===== src/rtl/slave_serial_rx.sv =====
// slave_serial_rx: serial slave receive port for the system bus.
// After a valid/ready handshake it shifts in a bit-serial address, and for
// writes a burst of 1..2^BURST_W data beats. All strobes are one-cycle pulses
// and all outputs are registered, except slave_ready, which is decoded from state.
module slave_serial_rx #(
  parameter int ADDR_WIDTH = 12,
  parameter int DATA_WIDTH = 8,
  parameter int BURST_W    = 2,
  parameter int MSB_FIRST  = 0
) (
  input  logic                  clk,
  input  logic                  reset,
  input  logic                  rx_address,
  input  logic                  rx_data,
  input  logic                  master_valid,
  input  logic                  read_en,
  input  logic                  write_en,
  input  logic [BURST_W-1:0]    burst_len,
  output logic                  slave_ready,
  output logic                  is_write,
  output logic [ADDR_WIDTH-1:0] address,
  output logic                  addr_valid,
  output logic [DATA_WIDTH-1:0] data,
  output logic                  data_valid,
  output logic [BURST_W-1:0]    beat_idx,
  output logic                  rx_done,
  output logic                  err
);

  // One bit counter serves both the address phase and the data phase.
  localparam int MAXW  = (ADDR_WIDTH > DATA_WIDTH) ? ADDR_WIDTH : DATA_WIDTH;
  localparam int CNT_W = (MAXW > 1) ? $clog2(MAXW) : 1;
  localparam logic [CNT_W-1:0] ADDR_LAST = CNT_W'(ADDR_WIDTH - 1);
  localparam logic [CNT_W-1:0] DATA_LAST = CNT_W'(DATA_WIDTH - 1);

  typedef enum logic [1:0] {S_IDLE, S_ADDR, S_DATA} state_e;

  state_e                state_q, state_d;
  logic [CNT_W-1:0]      bit_cnt_q, bit_cnt_d;
  logic [BURST_W-1:0]    beat_q, beat_d;
  logic [BURST_W-1:0]    burst_q, burst_d;
  logic [ADDR_WIDTH-1:0] addr_sh_q, addr_sh_d;
  logic [DATA_WIDTH-1:0] data_sh_q, data_sh_d;
  logic [ADDR_WIDTH-1:0] address_q, address_d;
  logic [DATA_WIDTH-1:0] data_q, data_d;
  logic [BURST_W-1:0]    beat_idx_q, beat_idx_d;
  logic                  is_write_q, is_write_d;
  logic                  addr_valid_q, addr_valid_d;
  logic                  data_valid_q, data_valid_d;
  logic                  rx_done_q, rx_done_d;
  logic                  err_q, err_d;
  logic [ADDR_WIDTH-1:0] addr_next;
  logic [DATA_WIDTH-1:0] data_next;

  // Shift one serial bit into the address register. In MSB-first order the
  // word grows from the top; in LSB-first order new bits enter at the MSB and
  // move down, so that bit 0 ends up in position 0.
  function automatic logic [ADDR_WIDTH-1:0] shift_addr(input logic [ADDR_WIDTH-1:0] sh,
                                                       input logic b);
    if (MSB_FIRST != 0) shift_addr = (sh << 1) | ADDR_WIDTH'(b);
    else                shift_addr = (sh >> 1) | (ADDR_WIDTH'(b) << (ADDR_WIDTH - 1));
  endfunction

  // Same as shift_addr, for the data beat register.
  function automatic logic [DATA_WIDTH-1:0] shift_data(input logic [DATA_WIDTH-1:0] sh,
                                                       input logic b);
    if (MSB_FIRST != 0) shift_data = (sh << 1) | DATA_WIDTH'(b);
    else                shift_data = (sh >> 1) | (DATA_WIDTH'(b) << (DATA_WIDTH - 1));
  endfunction

  assign addr_next = shift_addr(addr_sh_q, rx_address);
  assign data_next = shift_data(data_sh_q, rx_data);

  // Next-state logic: handshake, bit and beat sequencing, abort and error detection.
  always_comb begin
    state_d      = state_q;
    bit_cnt_d    = bit_cnt_q;
    beat_d       = beat_q;
    burst_d      = burst_q;
    addr_sh_d    = addr_sh_q;
    data_sh_d    = data_sh_q;
    address_d    = address_q;
    data_d       = data_q;
    beat_idx_d   = beat_idx_q;
    is_write_d   = is_write_q;
    addr_valid_d = 1'b0;
    data_valid_d = 1'b0;
    rx_done_d    = 1'b0;
    err_d        = 1'b0;
    case (state_q)
      S_IDLE: begin
        if (master_valid) begin
          if (read_en ^ write_en) begin
            state_d    = S_ADDR;
            is_write_d = write_en;
            burst_d    = burst_len;
            bit_cnt_d  = '0;
            beat_d     = '0;
          end else if (read_en && write_en) begin
            err_d = 1'b1;
          end
        end
      end
      S_ADDR: begin
        if (!master_valid) begin
          // An abort drops the partial word; address keeps its last complete value.
          state_d = S_IDLE;
          err_d   = 1'b1;
        end else begin
          addr_sh_d = addr_next;
          if (bit_cnt_q == ADDR_LAST) begin
            address_d    = addr_next;
            addr_valid_d = 1'b1;
            bit_cnt_d    = '0;
            if (is_write_q) begin
              state_d = S_DATA;
            end else begin
              state_d   = S_IDLE;
              rx_done_d = 1'b1;
            end
          end else begin
            bit_cnt_d = bit_cnt_q + CNT_W'(1);
          end
        end
      end
      S_DATA: begin
        if (!master_valid) begin
          state_d = S_IDLE;
          err_d   = 1'b1;
        end else begin
          data_sh_d = data_next;
          if (bit_cnt_q == DATA_LAST) begin
            data_d       = data_next;
            beat_idx_d   = beat_q;
            data_valid_d = 1'b1;
            bit_cnt_d    = '0;
            // The beat index is compared before it is incremented, so a burst
            // of 2^BURST_W beats ends before the counter can wrap.
            if (beat_q == burst_q) begin
              state_d   = S_IDLE;
              rx_done_d = 1'b1;
            end else begin
              beat_d = beat_q + BURST_W'(1);
            end
          end else begin
            bit_cnt_d = bit_cnt_q + CNT_W'(1);
          end
        end
      end
      default: state_d = S_IDLE;
    endcase
  end

  // State and output registers; reset overrides every other event.
  always_ff @(posedge clk) begin
    if (reset) begin
      state_q      <= S_IDLE;
      bit_cnt_q    <= '0;
      beat_q       <= '0;
      burst_q      <= '0;
      addr_sh_q    <= '0;
      data_sh_q    <= '0;
      address_q    <= '0;
      data_q       <= '0;
      beat_idx_q   <= '0;
      is_write_q   <= 1'b0;
      addr_valid_q <= 1'b0;
      data_valid_q <= 1'b0;
      rx_done_q    <= 1'b0;
      err_q        <= 1'b0;
    end else begin
      state_q      <= state_d;
      bit_cnt_q    <= bit_cnt_d;
      beat_q       <= beat_d;
      burst_q      <= burst_d;
      addr_sh_q    <= addr_sh_d;
      data_sh_q    <= data_sh_d;
      address_q    <= address_d;
      data_q       <= data_d;
      beat_idx_q   <= beat_idx_d;
      is_write_q   <= is_write_d;
      addr_valid_q <= addr_valid_d;
      data_valid_q <= data_valid_d;
      rx_done_q    <= rx_done_d;
      err_q        <= err_d;
    end
  end

  // slave_ready is decoded from state so that a new handshake can be taken
  // in the rx_done cycle itself.
  assign slave_ready = (state_q == S_IDLE);
  assign is_write    = is_write_q;
  assign address     = address_q;
  assign addr_valid  = addr_valid_q;
  assign data        = data_q;
  assign data_valid  = data_valid_q;
  assign beat_idx    = beat_idx_q;
  assign rx_done     = rx_done_q;
  assign err         = err_q;

endmodule

===== config.mk =====
export PLATFORM = sky130hd
export DESIGN_NAME = slave_serial_rx
export DESIGN_NICKNAME = d
export VERILOG_FILES = /design/src/rtl/slave_serial_rx.sv
export SDC_FILE = /design/constraint.sdc
export NUM_CORES = 1
export LEC_CHECK = 0
export ABC_AREA = 1
export BUFFER_PORTS_ARGS = -buffer_cell sky130_fd_sc_hd__buf_2
export CAP_MARGIN = 20
export CORE_ASPECT_RATIO = 1.2
export CORE_UTILIZATION = 30
export DETAILED_ROUTE_END_ITERATION = 10
export HOLD_SLACK_MARGIN = 0.06
export SYNTH_ARGS = -nofsm -noshare
export SYNTH_HDL_FRONTEND = slang
export SYNTH_SLANG_ARGS = --single-unit

===== constraint.sdc =====
create_clock -name clk -period 3.56 [get_ports clk]
set_input_delay 0.712 -clock clk [delete_from_list [all_inputs] [get_ports clk]]
set_output_delay 0.712 -clock clk [all_outputs]
set_load 0.02 [all_outputs]

After elaboration in Yosys (flattened, before gate mapping)
Cells that the tools add are included.

Muxes and demuxes: 36. $add $sub $neg: 2. Reduce and logical (&&, ||, !) cells: 15. Bitwise logic cells: 6. Equal/unequal tests: 14.

Operators with widths (number): two-way mux 2 bit (13); two-way mux 4 bit (6); two-way mux 1 bit (12); OR 11 x 12 -> 12 bit (1); one-hot mux 4 bit (3 select lines) (1); inequality test 2 bit, second input constant (5); AND reduction 5 bit (2); inequality test 3 bit, second input constant (3); AND reduction 3 bit (3); OR 7 x 8 -> 8 bit (1); one-hot mux 2 bit (3 select lines) (1); AND reduction 6 bit (1); OR reduction 3 bit (2); adder 4 x 1 -> 4 bit, second input constant (1); equality test 4 x 3 -> 1 bit, second input constant (1); equality test 4 bit, second input constant (1); one-hot mux 1 bit (2 select lines) (2); one-hot mux 2 bit (2 select lines) (1); AND reduction 2 bit (2); inverter 1 bit (3); nonzero test 3 bit (1); adder 2 x 1 -> 2 bit, second input constant (1); equality test 2 x 1 -> 1 bit, second input constant (1); equality test 2 bit (1); 7 further kinds (7).

Flip-flop bits (word level): 57. Logic and storage cells: 87. Output and inout bits: 28. Bits of input ports: 9.

Depth between registers and ports, before layout
Gate-level depths: netlist (run 1).

Depth after elaboration: 5. Depth in mapped cells: 10. Gate-level depth less buffers: 10.

Worst setup path after synthesis (run 1)
OpenSTA, ideal clock, no wires.

Path type: in2reg. From: in read_en. To: reg state_q[1]. Path buffers: 0. Library setup time: 0.115 ns. Arrival time: 1.545 ns. Data required time: 3.445 ns. Stages: 7. Path slack: 1.900 ns. Path through: ha_1 nand2_1 nand2_1 a21boi_1 nand3_1 nand2_1 nor2_1.

Word-level cells in the longest chain between the ends: 3.

RTL lines: start, declared (line 16) `input logic read_en,`; XOR 1 bit (line 93) `if (read_en ^ write_en) begin`; inequality test 2 x 1 -> 1 bit (no source line); AND reduction 5 bit (no source line); end signal, assigned (line 172) `state_q <= state_d;`; end, declared (line 38) `state_e state_q, state_d;`.

No other way between the ends. A chain may end at the register's enable or synchronous reset.

Final worst setup path (run 1)
From: reg state_q[1]. To: out slave_ready.

Word-level cells in the longest chain between the ends: 1.

RTL lines: zero test 2 bit (line 191) `assign slave_ready = (state_q == S_IDLE);`; end, declared (line 19) `output logic slave_ready,`.

No other way between the ends.

==> flow_metrics.env, run 1 <==
export IMPL_finalSetupViolations=0
export IMPL_die_height_um=96.31
export IMPL_synth_warnings=0
export IMPL_io_pins=37
export IMPL_die_area_um2=7761
export IMPL_path_buf_inv=2
export IMPL_vias=1911
export IMPL_routabilityCongestion=0.8075
export IMPL_cts_tree="done"
export IMPL_syn_area_um2=2223
export IMPL_cp_slowest_cell="dfxtp_1"
export IMPL_cts_root_buf="clkbuf_8"
export IMPL_hold_viol_final=0
export IMPL_fin_crit_sh=0.5419
export IMPL_status="finished, final reports clean"
export IMPL_critPathLaunch="state_q[1]"
export IMPL_hpwl_um=3355
export IMPL_area_delta_synth_final_pct=15.19
export IMPL_clockBufferDepth=2
export IMPL_rsz0062_at_grt="false"
export IMPL_rr_worst_depth=8
export IMPL_switching_share=0.3640
export IMPL_relSlewSlack=0.5617
export IMPL_dr_pass1_iters=4
export IMPL_io_buffers=36
export IMPL_grt_pass1_wl_um=7728
export IMPL_synth_top_family_by_area="simple AND/OR/NAND/NOR gates"
export IMPL_synth_seq_area_share=0.4952
export IMPL_critPathKind="flop to output pin"
export IMPL_postCtsSetupBuffers=0
export IMPL_max_freq_mhz=518.3
export IMPL_finalClockSkew_ps=7.278
export IMPL_synth_xor_area_frac=0
export IMPL_die_w_um=80.59
export IMPL_clk_pin_slew_ps=100
export IMPL_hp_class="flop to flop"
export IMPL_drtIter0Drc=80
export IMPL_grt_overflow=0
export IMPL_critPathMaxStageDelay_ps=410
export IMPL_tightest_slew_ps=656.8
export IMPL_yosysTopAreaCellShare=0.4952
export IMPL_p_clk_frac=0.222
export IMPL_fin_util=0.3542
export IMPL_drv_cap=0
export IMPL_drive_gt1_frac=0.1793
export IMPL_cp_max_fo=5
export IMPL_crit_chain="inv_1, ha_1, buf_2"
export IMPL_antenna_found_initial=0
export IMPL_r2r_end="state_q[0]"
export IMPL_postCtsHoldBufs=0
export IMPL_synthesis_nets=308
export IMPL_irDropWorstVdd_uv=244.0
export IMPL_p_comb_frac=0.298
export IMPL_crit_family="flip-flops"
export IMPL_hold_path_end="address[4]"
export IMPL_p_leak_nw=1.161
export IMPL_grt_max_degree=25
export IMPL_synth_seq_cells=55
export IMPL_via_per_inst=4.561
export IMPL_routedWlPerCell_um=11.09
export IMPL_hp_start="addr_sh_q[5]"
export IMPL_num_rows=34
export IMPL_r2r_slack_ps=1730
export IMPL_drcViolationCount=0
export IMPL_nets=343
export IMPL_reg2reg_from="state_q[1]"
export IMPL_seqPwrFrac=0.480
export IMPL_antenna_cells=0
export IMPL_synth_cells=293
export IMPL_yosys_area_share_adder=0.03376
export IMPL_grt_pass1_vias=1718
export IMPL_p_per_area_nw_per_um2=603.7
export IMPL_holdPathStages=2
export IMPL_yosys_area_share_simple=0.2482
export IMPL_cts_resized_gates=0
export IMPL_wl_um=4645
export IMPL_grtUsageTotal=0.1272
export IMPL_coreArea_um2=7232
export IMPL_critPathCaptureType="output pin"
export IMPL_yosysUniqueCellTypes=24
export IMPL_synthMuxAreaShare=0
export IMPL_antenna_left=0
export IMPL_htreeDepth=2
export IMPL_start_kind="flop"
export IMPL_ys_top_cells_by_area="dfxtp_1, nand2_1, o21ai_0"
export IMPL_initial_core_util=0.3074
export IMPL_p_sw_w=0.0005628
export IMPL_synth_compound_area_share=0.1463
export IMPL_period_needed_ps=1929
export IMPL_p_int_w=0.0009834
export IMPL_slew_violations=0
export IMPL_worstPathArrival_ps=1220
export IMPL_avgSynthCellArea_um2=7.588
export IMPL_setup_tns_ps=0
export IMPL_synth_top_cell_by_area="dfxtp_1"
export IMPL_clk_insertion_delay_late_ps=310
export IMPL_cp_data_required_time_ps=2850
export IMPL_cts_sinks=55
export IMPL_numCtsBuffers=5
final cells by class:
type / count / area, um2
Fill cell: 780 / 4671
Sequential cell: 55 / 1101
Multi-Input combinational cell: 198 / 952.2
Timing Repair Buffer: 37 / 187.7
Inverter: 31 / 120.1
Tap cell: 90 / 112.6
Clock buffer: 5 / 68.82
Clock inverter: 3 / 18.77
cell usage after synthesis:
cell and instances:
ha_1 6, clkinv_2 1, a21oi_1 25, a21boi_1 1, nor2_1 36, o21ai_0 35
buf_6 1, inv_1 25, o21ai_2 1, inv_4 1, a21oi_2 1, nor3_1 1
nor2_2 1, nand2_1 56, nand3_1 27, dfxtp_1 55, nand4_1 1, clkbuf_1 1
nand2_4 1, buf_2 7, nor2_4 1, inv_2 4, nand2_2 3, nor4_1 2
per-layer routing:
| metal | GRT usage | part of all wire | vias to the layer above |
|---|---|---|---|
| met2 | 0.1999 | 0.47 | 29 |
| met1 | 0.1661 | 0.48 | 856 |
| met3 | 0.02749 | 0.038 | 6 |
| met5 | 0 | 0 | - |
| li1 | - | - | 1020 |
| met4 | 0.05655 | 0.011 | 0 |
worst min-delay path, stage by stage (launching register included):
cell	delay [ps]
dfxtp_1	330
nand2_1	60
nand2_1	40
power groups by stage:
stage               registers, W  logic (W)  clock network, W
finish                  0.000742   0.000461          0.000344
global route            0.000750   0.000541          0.000377
CTS                     0.000743   0.000462          0.000353
detailed placement      0.000756   0.000459                 0
global placement        0.000754   0.000456                 0
floorplan               0.000750   0.000359                 0
registers in the layout, indices dropped and copies added, names as in the netlist:
| signal | count |
|---|---|
| rx_done | 1 |
| addr_valid | 1 |
| err | 1 |
| data_valid | 1 |
| address | 12 |
| data | 8 |
| burst_q | 2 |
| addr_sh_q | 11 |
| bit_cnt_q | 4 |
| is_write | 1 |
| beat_q | 2 |
| data_sh_q | 7 |
| beat_idx | 2 |
| state_q | 2 |
metrics by stage:
stage | hold WS [ps] | cells | power (W) | setup slack (ps) | instance area [um2]
3_3_place_gp | 452.9 | 411 | 0.001209 | 1500 | 2474
2_1_floorplan | 430.2 | 293 | 0.001109 | 1900 | 2223
4_1_cts | 470.4 | 419 | 0.001558 | 1632 | 2561
6_report | 466.4 | 419 | 0.001546 | 1631 | 2561
3_5_place_dp | 455.4 | 411 | 0.001215 | 1468 | 2474
5_1_grt | 485.8 | 419 | 0.001667 | 1472 | 2561
layout by cell type (no fill, tap or decap):
master	synthesis	final
nand2_1	56	56
dfxtp_1	55	55
nor2_1	36	36
buf_2	7	36
o21ai_0	35	35
nand3_1	27	27
inv_1	25	25
a21oi_1	25	25
ha_1	6	6
clkbuf_8	0	5
inv_2	4	4
nand2_2	3	3
clkinv_2	1	3
nor4_1	2	2
nor2_2	1	1
a21oi_2	1	1
nor2_4	1	1
inv_4	1	1
nand2_4	1	1
a21boi_1	1	1
o21ai_2	1	1
nand4_1	1	1
nor3_1	1	1
inv_6	0	1
buf_4	0	1
worst max-delay path by stage:
stage	to	slack [ps]	cells past startpoint
6_report	slave_ready	1630	3
5_1_grt	state_q[1]	1470	8
3_3_place_gp	address[3]	1500	6
4_1_cts	slave_ready	1630	3
2_1_floorplan	state_q[1]	1900	7
3_5_place_dp	address[11]	1470	6
cells by family (layout without fill, tap and decap cells):
family                   count (synthesis)  after routing
AND/OR/NAND/NOR                        129            129
AO/OA/AOI/OAI                           63             63
flip-flops                              55             55
adder cells (fa/ha/maj)                  6              6
buffers and inverters                   40             76
(Power assumes the default switching activity.)
==> run 2: changes to the inputs <==
==> constraint.sdc (replaced) <==
create_clock -name clk -period 2 [get_ports clk]
set_input_delay 0.4 -clock clk [delete_from_list [all_inputs] [get_ports clk]]
set_output_delay 0.4 -clock clk [all_outputs]
set_load 0.02 [all_outputs]
==> flow_metrics.env, run 2 (synthesized netlist as in run 1, its figures left out) <==
export IMPL_status="finished, final reports clean"
export IMPL_die_w_um=80.59
export IMPL_placed_cells=413
export IMPL_layout_common_cells="nand2_1, dfxtp_1, nor2_1, buf_2, o21ai_0"
export IMPL_p_leak_nw=1.170
export IMPL_routabilityCongestion=0.7570
export IMPL_hp_class="input pin to flop"
export IMPL_cts_resized_gates=0
export IMPL_finalClockSkew_ps=9.617
export IMPL_dr_pass1_iters=4
export IMPL_numCtsBuffers=5
export IMPL_die_height_um=96.31
export IMPL_holdPathStages=3
export IMPL_clk_insertion_delay_late_ps=300
export IMPL_rr_worst_depth=8
export IMPL_total_power_w=0.002780
export IMPL_rsz0062_at_grt="false"
export IMPL_grtUsageTotal=0.1299
export IMPL_slew_violations=0
export IMPL_antenna_left=0
export IMPL_drtIter0Drc=84
export IMPL_wl_um=4735
export IMPL_cp_slowest_cell="dfxtp_1"
export IMPL_postCtsHoldBufs=0
export IMPL_setup_tns_ps=0
export IMPL_fin_crit_sh=0.8731
export IMPL_p_per_area_nw_per_um2=1074
export IMPL_worstPathArrival_ps=1950
export IMPL_die_area_um2=7761
export IMPL_critPathKind="flop to flop"
export IMPL_area_delta_synth_final_pct=16.38
export IMPL_p_sw_w=0.0009915
export IMPL_via_per_inst=4.679
export IMPL_routedWlPerCell_um=11.25
export IMPL_vias=1970
export IMPL_hold_viol_final=0
export IMPL_critPathMaxStageDelay_ps=390
export IMPL_coreArea_um2=7232
export IMPL_switching_share=0.3567
export IMPL_setup_slack_ps=253.9
export IMPL_cts_sinks=55
export IMPL_seqPwrFrac=0.475
export IMPL_nets=345
export IMPL_layout_commonest_cell="nand2_1"
export IMPL_grt_pass1_wl_um=7769
export IMPL_drv_cap=0
export IMPL_instances_no_fill=421
export IMPL_p_clk_frac=0.229
export IMPL_drcViolationCount=0
export IMPL_finalSetupViolations=0
export IMPL_max_freq_mhz=572.7
export IMPL_start_kind="flop"
export IMPL_num_rows=34
export IMPL_fin_util=0.3578
export IMPL_cp_max_fo=19
export IMPL_p_int_w=0.001789
export IMPL_htreeDepth=2
export IMPL_io_buffers=36
export IMPL_cp_data_required_time_ps=2200
export IMPL_clockBufferDepth=2
export IMPL_tightest_slew_ps=391.1
export IMPL_io_pins=37
export IMPL_largest_reg_flops=12
export IMPL_hpwl_um=3489
export IMPL_period_needed_ps=1746
export IMPL_antenna_cells=0
export IMPL_drive_gt1_frac=0.1843
export IMPL_postCtsSetupBuffers=0
export IMPL_clk_pin_slew_ps=100
export IMPL_fillers=798
export IMPL_antenna_found_initial=0
export IMPL_p_comb_frac=0.296
export IMPL_cts_root_buf="clkbuf_8"
export IMPL_dp_slack_ps=289.5
export IMPL_initial_core_util=0.3074
export IMPL_relSlewSlack=0.7390
export IMPL_irDropWorstVdd_uv=389.0
export IMPL_cts_tree="done"
export IMPL_grt_overflow=0
export IMPL_crit_chain="inv_1, ha_1, nand2_2, inv_2, a21boi_1, nand3_1, nand2_1, nor2_1"
export IMPL_critPathCaptureType="flop"
export IMPL_grt_max_degree=20
export IMPL_grt_pass1_vias=1729
[run 2: cell count changes in the layout (fill, tap and decap cells not counted), sizes merged]
cell      previous run  this run
clkinvlp             0         1
inv                 31        30
clkinv               3         2
buf                 37        39
clkbuf               5         6
[run 2: cell type report]
class / count / area (um2) / share of cell area
clock inverter: 2 / 16.27 / 0.006286
tap: 90 / 112.6 / 0.04352
inverter: 31 / 120.1 / 0.04642
multi-input combinational: 198 / 952.2 / 0.3680
timing repair buffer: 39 / 202.7 / 0.07834
sequential: 55 / 1101 / 0.4255
clock buffer: 6 / 82.58 / 0.03191
[run 2: path summary, 6_finish.rpt]
path,start,endpoint,slack (ps)
max,state_q[1],state_q[1],250
min,rx_address,address[11],300
max reg2reg,state_q[1],state_q[1],250
min reg2reg,data[2],data[2],470
[run 2: worst max-delay path: cells and delay by family (launching register included)]
family,cells,cell delay (ps)
buf+inv,2,240
compound gates,1,300
flops,1,390
fa+ha+maj,1,220
simple gates,4,510
[run 2: routing by layer]
layer | vias to the layer above | part of all wire | GRT usage | wire, um
met5 | - | 0 | 0 | 0
met4 | 0 | 0.015 | 0.05506 | 72
met3 | 8 | 0.044 | 0.03128 | 208
met2 | 36 | 0.48 | 0.2090 | 2295
met1 | 908 | 0.46 | 0.1646 | 2158
li1 | 1018 | - | - | -
[run 2: metrics by stage]
step                hold slack [ps]  area (um2)
floorplan                     430.2        2223
global placement              452.7        2489
detailed placement            452.7        2489
CTS                           294.2        2587
global route                  298.0        2587
finish                        303.8        2587
[run 2: power by group through the flow]
stage / combinational [W] / clock (W) / sequential, W
finish: 0.000822 / 0.000638 / 0.00132
global route: 0.000955 / 0.000727 / 0.00134
CTS: 0.000824 / 0.000674 / 0.00132
detailed placement: 0.000821 / 0 / 0.00135
global placement: 0.000810 / 0 / 0.00134
floorplan: 0.000639 / 0 / 0.00134
==> run 3: changes to the inputs <==
--- a/config.mk
+++ b/config.mk
@@ -5,13 +5,14 @@
 export SDC_FILE = /design/constraint.sdc
 export NUM_CORES = 1
 export LEC_CHECK = 0
-export ABC_AREA = 1
+export ABC_AREA = 0
 export BUFFER_PORTS_ARGS = -buffer_cell sky130_fd_sc_hd__buf_2
 export CAP_MARGIN = 20
 export CORE_ASPECT_RATIO = 1.2
 export CORE_UTILIZATION = 30
 export DETAILED_ROUTE_END_ITERATION = 10
 export HOLD_SLACK_MARGIN = 0.06
+export SLEW_MARGIN = 20
 export SYNTH_ARGS = -nofsm -noshare
 export SYNTH_HDL_FRONTEND = slang
 export SYNTH_SLANG_ARGS = --single-unit
==> flow_metrics.env, run 3 <==
export IMPL_relSlewSlack=0.6534
export IMPL_critPathCaptureType="flop"
export IMPL_ys_flop_type="dfxtp_1"
export IMPL_p_per_area_nw_per_um2=787.1
export IMPL_initial_core_util=0.3158
export IMPL_vias=1902
export IMPL_ys_async_sr_fraction=0
export IMPL_status="finished, final reports clean"
export IMPL_antenna_cells=0
export IMPL_worstPathArrival_ps=2110
export IMPL_synth_cells=271
export IMPL_fillers=743
export IMPL_antenna_left=0
export IMPL_synthMostInstantiatedCell="nand2_1"
export IMPL_drtIter0Drc=131
export IMPL_finalClockSkew_ps=7.306
export IMPL_grt_overflow=0
export IMPL_synth_common_cells="nand2_1, dfxtp_1, a21oi_1"
export IMPL_period_needed_ps=1866
export IMPL_grtUsageTotal=0.1376
export IMPL_synth_warnings=0
export IMPL_p_leak_nw=1.019
export IMPL_hold_viol_final=0
export IMPL_irDropWorstVdd_uv=322.6
export IMPL_synth_seq_area_share=0.4997
export IMPL_routabilityCongestion=0.8054
export IMPL_drive_gt1_frac=0.1903
export IMPL_switching_share=0.2839
export IMPL_routedWlPerCell_um=11.89
export IMPL_clockBufferDepth=2
export IMPL_io_pins=37
export IMPL_syn_area_um2=2203
export IMPL_total_power_w=0.002045
export IMPL_io_buffers=36
export IMPL_placed_cells=389
export IMPL_instances_no_fill=397
export IMPL_hold_slack_ps=320.1
export IMPL_hpwl_um=3359
export IMPL_yosysTopAreaCellShare=0.4997
export IMPL_synthesis_nets=286
export IMPL_htreeDepth=2
export IMPL_finalSetupViolations=0
export IMPL_synth_seq_cells=55
export IMPL_slew_violations=0
export IMPL_grt_max_degree=34
export IMPL_clk_insertion_delay_late_ps=310
export IMPL_max_freq_mhz=535.9
export IMPL_cp_data_required_time_ps=2240
export IMPL_dr_pass1_iters=4
export IMPL_ys_top_cells_by_area="dfxtp_1, nand2_1, a21oi_1"
export IMPL_area_delta_synth_final_pct=17.94
export IMPL_num_rows=33
export IMPL_grt_pass1_vias=1848
export IMPL_largest_reg_flops=12
export IMPL_tightest_slew_ps=515.3
export IMPL_p_sw_w=0.0005807
export IMPL_postCtsSetupBuffers=0
export IMPL_die_w_um=80.24
export IMPL_fin_crit_sh=0.9329
export IMPL_synth_edf_count=0
export IMPL_clk_pin_slew_ps=100
export IMPL_start_kind="flop"
export IMPL_cts_tree="done"
export IMPL_critPathKind="flop to flop"
export IMPL_hp_class="input pin to flop"
export IMPL_cts_sinks=55
export IMPL_synth_top_cell_by_area="dfxtp_1"
export IMPL_p_clk_frac=0.313
export IMPL_yosysUniqueCellTypes=36
export IMPL_via_per_inst=4.791
export IMPL_cp_max_fo=7
export IMPL_nets=324
export IMPL_wl_um=4722
export IMPL_rsz0062_at_grt="false"
export IMPL_die_height_um=95.88
export IMPL_p_int_w=0.001465
export IMPL_cts_root_buf="clkbuf_8"
export IMPL_layout_common_cells="nand2_1, dfxtp_1, a21oi_1, buf_2, buf_4"
export IMPL_coreArea_um2=6978
export IMPL_layout_commonest_cell="nand2_1"
export IMPL_p_comb_frac=0.135
export IMPL_numCtsBuffers=5
export IMPL_avgSynthCellArea_um2=8.130
export IMPL_drcViolationCount=0
export IMPL_grt_pass1_wl_um=8293
export IMPL_die_area_um2=7693
export IMPL_antenna_found_initial=0
export IMPL_drv_cap=0
export IMPL_seqPwrFrac=0.552
export IMPL_setup_tns_ps=0
==> run 3: per-layer routing <==
layer,GRT usage,vias to the layer above,wire [um]
li1,-,974,-
met1,0.1621,883,2119
met2,0.2429,37,2341
met3,0.02654,8,165
met4,0.05804,0,96
met5,0,-,0
==> run 3: worst paths after layout <==
path / slack [ps] / startpoint / cells after the start / end
worst min-delay path: 320 / rx_address / 3 / addr_sh_q[11]
worst max-delay path: 130 / state_q[0] / 6 / bit_cnt_q[2]
worst min register to register: 460 / data[0] / 2 / data[0]
worst max register to register: 130 / state_q[0] / 6 / bit_cnt_q[2]
==> run 3: what timing repair did <==
item,in CTS,in global routing
hold buffers,0,0
gates resized for setup,0,2
endpoints found under the setup margin,0,2
==> run 3: logic make-up (layout without fill, tap and decap cells) <==
group,after synthesis,count (layout),synth area share
adder cells (fa/ha/maj),6,6,0.03407
XOR/XNOR,3,3,0.01193
multiplexers,6,6,0.02783
flip-flops,55,55,0.4997
buffers and inverters,20,59,0.03691
AND/OR/NAND/NOR,121,121,0.2362
AO/OA/AOI/OAI,60,60,0.1533
==> run 3: final cells by class <==
| type | count | area [um2] | share of cell area |
|---|---|---|---|
| well taps | 87 | 108.9 | 0.04189 |
| flip-flops and latches | 55 | 1101 | 0.4237 |
| clock inverters | 3 | 22.52 | 0.008666 |
| repair buffers | 45 | 247.7 | 0.09533 |
| clock buffers | 5 | 68.82 | 0.02648 |
| multi-input cells | 196 | 1027 | 0.3953 |
| inverters | 6 | 22.52 | 0.008666 |
==> run 3: through the flow <==
stage,utilization,worst slack (ps),cell area (um2)
after floorplan,-,214.6,2203
after global placement,0.3584,222.9,2501
after detailed placement,0.3584,140.5,2501
after CTS,0.3715,117.9,2592
after global routing,0.3724,9.685,2599
final,0.3724,134.1,2599
==> run 3: power groups by stage <==
stage               sequential [W]  combinational [W]  clock [W]
global placement           0.00115           0.000266          0
detailed placement         0.00115           0.000269          0
CTS                        0.00113           0.000272   0.000666
floorplan                  0.00116           0.000188          0
finish                     0.00113           0.000276   0.000640
global route               0.00113           0.000309   0.000711
==> run 3: critical path, cell delays in order (launching register included) <==
cell	delay, ps
dfxtp_1	400
inv_1	80
ha_1	270
inv_1	130
o211ai_1	230
or4_1	520
a31oi_1	160
